$ cat src/rtl/alu_arbiter.sv
// Round-robin arbiter sharing one registered 32-bit ALU between two requesters.
// Accept in IDLE, hold operands for ALU_LATENCY edges, return the 64-bit result; illegal selects answer with an error.
module alu_arbiter #(
   parameter int ALU_LATENCY = 1,
   parameter int CNT_W       = 16
) (
   input  logic             clk,
   input  logic             reset_n,
   input  logic [1:0]       req_valid,
   output logic [1:0]       req_ready,
   input  logic [31:0]      req0_a,
   input  logic [31:0]      req0_b,
   input  logic [3:0]       req0_sel,
   input  logic [31:0]      req1_a,
   input  logic [31:0]      req1_b,
   input  logic [3:0]       req1_sel,
   output logic [1:0]       resp_valid,
   input  logic [1:0]       resp_ready,
   output logic [63:0]      resp_data,
   output logic             resp_err,
   output logic [31:0]      alu_a,
   output logic [31:0]      alu_b,
   output logic [3:0]       alu_sel,
   input  logic [63:0]      alu_result,
   output logic             busy,
   output logic [CNT_W-1:0] op_count
);
   typedef enum logic [1:0] {IDLE = 2'd0, WAIT = 2'd1, RESP = 2'd2} state_t;

   localparam logic [3:0] LAT = 4'(ALU_LATENCY);

   state_t           state_q;
   logic             owner_q;
   logic             last_grant_q;
   logic [3:0]       cnt_q;
   logic [1:0]       resp_valid_q;
   logic [63:0]      resp_data_q;
   logic             resp_err_q;
   logic [31:0]      alu_a_q;
   logic [31:0]      alu_b_q;
   logic [3:0]       alu_sel_q;
   logic             busy_q;
   logic [CNT_W-1:0] op_count_q;
   logic [CNT_W-1:0] op_count_d;

   logic             gnt_vld;
   logic             gnt;
   logic             accept;
   logic [31:0]      win_a;
   logic [31:0]      win_b;
   logic [3:0]       win_sel;
   logic             win_illegal;

   // On a tie the requester that did not win last time goes first.
   always_comb begin
      gnt_vld = 1'b0;
      gnt     = 1'b0;
      case (req_valid)
         2'b01: begin gnt_vld = 1'b1; gnt = 1'b0;          end
         2'b10: begin gnt_vld = 1'b1; gnt = 1'b1;          end
         2'b11: begin gnt_vld = 1'b1; gnt = ~last_grant_q; end
         default: ;
      endcase
   end

   assign accept      = (state_q == IDLE) && gnt_vld;
   assign req_ready   = accept ? (gnt ? 2'b10 : 2'b01) : 2'b00;
   assign win_a       = gnt ? req1_a   : req0_a;
   assign win_b       = gnt ? req1_b   : req0_b;
   assign win_sel     = gnt ? req1_sel : req0_sel;
   assign win_illegal = (win_sel >= 4'd14);
   assign op_count_d  = (&op_count_q) ? op_count_q : op_count_q + CNT_W'(1);

   always_ff @(posedge clk or negedge reset_n) begin
      if (!reset_n) begin
         state_q      <= IDLE;
         owner_q      <= 1'b0;
         last_grant_q <= 1'b1;
         cnt_q        <= '0;
         resp_valid_q <= '0;
         resp_data_q  <= '0;
         resp_err_q   <= 1'b0;
         alu_a_q      <= '0;
         alu_b_q      <= '0;
         alu_sel_q    <= '0;
         busy_q       <= 1'b0;
         op_count_q   <= '0;
      end else begin
         case (state_q)
            IDLE: begin
               if (accept) begin
                  owner_q      <= gnt;
                  last_grant_q <= gnt;
                  busy_q       <= 1'b1;
                  if (win_illegal) begin
                     // Rejected ops never disturb the ALU inputs.
                     resp_data_q  <= '0;
                     resp_err_q   <= 1'b1;
                     resp_valid_q <= gnt ? 2'b10 : 2'b01;
                     state_q      <= RESP;
                  end else begin
                     alu_a_q   <= win_a;
                     alu_b_q   <= win_b;
                     alu_sel_q <= win_sel;
                     cnt_q     <= '0;
                     state_q   <= WAIT;
                  end
               end
            end
            WAIT: begin
               if (cnt_q == LAT) begin
                  resp_data_q  <= alu_result;
                  resp_err_q   <= 1'b0;
                  op_count_q   <= op_count_d;
                  resp_valid_q <= owner_q ? 2'b10 : 2'b01;
                  state_q      <= RESP;
               end else begin
                  cnt_q <= cnt_q + 4'd1;
               end
            end
            RESP: begin
               if (resp_ready[owner_q]) begin
                  resp_valid_q <= '0;
                  busy_q       <= 1'b0;
                  state_q      <= IDLE;
               end
            end
            default: state_q <= IDLE;
         endcase
      end
   end

   assign resp_valid = resp_valid_q;
   assign resp_data  = resp_data_q;
   assign resp_err   = resp_err_q;
   assign alu_a      = alu_a_q;
   assign alu_b      = alu_b_q;
   assign alu_sel    = alu_sel_q;
   assign busy       = busy_q;
   assign op_count   = op_count_q;
endmodule

$ cat config.mk
export PLATFORM = sky130hd
export DESIGN_NAME = alu_arbiter
export DESIGN_NICKNAME = d
export VERILOG_FILES = /design/src/rtl/alu_arbiter.sv
export SDC_FILE = /design/constraint.sdc
export NUM_CORES = 1
export LEC_CHECK = 0
export BUFFER_PORTS_ARGS = -buffer_cell sky130_fd_sc_hd__buf_2
export CORE_UTILIZATION = 36
export DETAILED_ROUTE_END_ITERATION = 12
export PLACE_DENSITY = 0.66
export SETUP_SLACK_MARGIN = 0.1
export SYNTH_ARGS = -nofsm -noshare
export SYNTH_HDL_FRONTEND = slang
export SYNTH_SLANG_ARGS = --single-unit
$ cat constraint.sdc
create_clock -name clk -period 6.3 [get_ports clk]
set_input_delay 0.63 -clock clk [delete_from_list [all_inputs] [get_ports clk]]
set_output_delay 0.63 -clock clk [all_outputs]
set_load 0.05 [all_outputs]
==> reports/metrics.csv <==
metric;value;unit
die_w;140;µm
cp-end-kind;primary output;
wl;19500;µm
drtAntennaViolNets;0;
path_delay_family;buffers and inverters;
grt.overflow.total;0;
r2r_cells;7;
clock-root-buffer;clkbuf_16;
insertion_delay;0.42;ns
synth.ff_latch_count;160;
syn_avg_cell_area;11.6;µm²
critPathBufInv;2;
portBuffers;359;
ctsResizeCount;0;
cts_tree;built;
post-cts-setup-buffers;0;
viasPerCell;4.92;
htree_levels;4;
crit_chain;a21boi_4, buf_4, and2_1, buf_2;
fmax;293;MHz
synth_edf_count;0;
clk_pin_slew;0.06;ns
grt_pass1_vias;5598;
clock_skew;0.0130;ns
pre_cts_slack;2.86;ns
wl_per_cell;16.4;µm
synthTopCellsByArea;dfrtp_1 58%, mux2i_1 10%, a22o_1 8.4%;
yosysWarnings;0;
r2r-end;alu_b[5];
async_flop_share;100;%
worst_slack;2.89;ns
chipHeight;140;µm
drt_iter0_markers;208;
synth_cell_types;50;
cts_hold_buf;0;
worst_slew_pin_slew;0.963;ns
hpwl;14000;µm
die-area;19700;µm²
power.leakage;4.94;nW
antenna_found_initial;1;
synth_top_area_share;57.6;%
worstPathRequired;5.67;ns
hold_viol;0;
r2r_setup_slack;3.26;ns
tns;0;ns
fill_cells;1748;
cts.sinks;160;
core;18800;µm²
max-cap-violations;0;
syn_area;6900;µm²
grt_pass1_wl;29500;µm
grt_max_degree;96;
drive_above_1_share;43.0;%
num_io_pins;360;
status;finished clean;
gp_congestion;0.779;
r2r_start;state_q[1];
dr.pass1.iters;4;
slew_violations;0;
period_share;54.2;%
crit_type;reg -> out;
cp_slowest_cell;buf_4;
row_count;50;
clockBufferDepth;2;
vias;5854;
drc_errors;0;
crit_path_start_kind;flop;
p_per_area;580;nW/µm²
critical_path_arrival;2.78;ns
irDropWorstVdd;0.000375;V
initial_core_util;36.8;%
final_nets;1154;
crit_fanout;57;
syn_to_final_growth;36.7;%
final.min_clock_period;3.41;ns
synth_nets;807;
hold_path.class;in -> async;
synth_top_cell_by_area;dfrtp_1;
relSlewSlack;35.8;%
ys_seq_area_share;58.0;%
rsz0062_at_grt;false;
numCtsBuffers;17;
setup_viol;0;
syn_inst;594;
grt.total_usage;19.2;%
slowest_delay;0.81;ns
ys.flop_type;dfrtp_1;
[metal layers]
metal | up-vias | part of all wire (%) | global-route usage [%]
met5 | - | 0 | 0
met4 | 0 | 1.3 | 5.95
met3 | 18 | 9.1 | 6.84
met2 | 241 | 48 | 32.2
met1 | 2761 | 42 | 23.1
li1 | 2834 | - | -
[final cells by class]
| class | instances | area (µm²) | area share, % |
|---|---|---|---|
| antenna | 1 | 2.50 | 0.0265 |
| clock buffer | 18 | 439 | 4.65 |
| clock inverter | 14 | 130 | 1.38 |
| inverter | 8 | 30.0 | 0.318 |
| multi-input combinational | 389 | 2690 | 28.5 |
| sequential | 160 | 4010 | 42.4 |
| tap | 234 | 293 | 3.10 |
| timing repair buffer | 365 | 1850 | 19.6 |
[how the worst max path moves through the flow]
stage | start | cells past startpoint | to | slack (ns)
2_1_floorplan | req_valid[1] | 4 | req_ready[0] | 3.76
3_3_place_gp | req_valid[1] | 5 | req_ready[1] | 2.87
3_5_place_dp | req_valid[0] | 5 | req_ready[1] | 2.86
4_1_cts | last_grant_q | 4 | req_ready[1] | 2.82
5_1_grt | last_grant_q | 4 | req_ready[1] | 2.69
6_report | last_grant_q | 4 | req_ready[1] | 2.89
[cell usage after synthesis (2+ instances only)]
| master | n |
|---|---|
| nand3_1 | 15 |
| mux2i_1 | 69 |
| nand4_1 | 2 |
| nor4_1 | 3 |
| o21a_1 | 3 |
| nor2_1 | 77 |
| a22o_1 | 66 |
| ha_1 | 7 |
| and3_1 | 3 |
| dfrtp_1 | 159 |
| nand2b_1 | 2 |
| buf_2 | 15 |
| a21oi_1 | 72 |
| buf_6 | 6 |
| xor2_1 | 4 |
| mux2_2 | 6 |
| a21o_1 | 2 |
| nand2_1 | 13 |
| xnor2_1 | 6 |
| inv_1 | 8 |
| nor3_1 | 6 |
| and2_1 | 3 |
| clkbuf_1 | 8 |
| o21ai_0 | 6 |
| buf_1 | 8 |
[flip-flops by register name, summed over array words and instances (netlist names)]
| signal | count |
|---|---|
| cnt_q | 4 |
| op_count | 16 |
| state_q | 2 |
| alu_a | 32 |
| resp_err | 1 |
| alu_sel | 4 |
| resp_data | 64 |
| owner_q | 1 |
| alu_b | 32 |
| busy | 1 |
| last_grant_q | 1 |
| resp_valid | 2 |
[metrics by stage]
stage                     instances  area [µm²]  util, %  hold WS [ns]  total power, mW
after floorplan                 594        6900        -         0.334             3.83
after CTS                      1188        9440     50.3         0.309             5.52
final                          1189        9440     50.3         0.282             5.47
after global placement         1156        8870     47.2         0.483             4.45
after global routing           1189        9440     50.3         0.349             5.75
after detailed placement       1156        8870     47.2         0.486             4.49
[cell usage in the layout (no fill, tap or decap), drive strengths merged, types with 3 or more instances in the layout]
cell type and n:
a21oi 73, a22o 66, and2 3, and3 3, buf 365, clkbuf 18, clkinv 6, dfrtp 159
ha 7, inv 13, mux2 6, mux2i 70, nand2 13, nand3 15, nor2 78, nor3 6
nor4 3, o21a 3, o21ai 7, xnor2 6, xor2 4
[logic make-up after synthesis]
kind of cell	after synthesis	synth area share [%]
adder cells (fa/ha/maj)	7	1.27
XOR/XNOR	10	1.27
multiplexers	76	11.3
AO/OA/AOI/OAI	163	16.2
flip-flops	160	58.0
AND/OR/NAND/NOR	133	8.57
buffers and inverters	45	3.37
[power breakdown]
part / leakage [nW] / total [mW] / internal [mW] / switching (mW)
Combinational: 2.66 / 2.82 / 0.694 / 2.12
Clock: 0.278 / 1.00 / 0.561 / 0.439
Sequential: 2.00 / 1.66 / 1.43 / 0.225
Power figures use the tool's default switching activity.
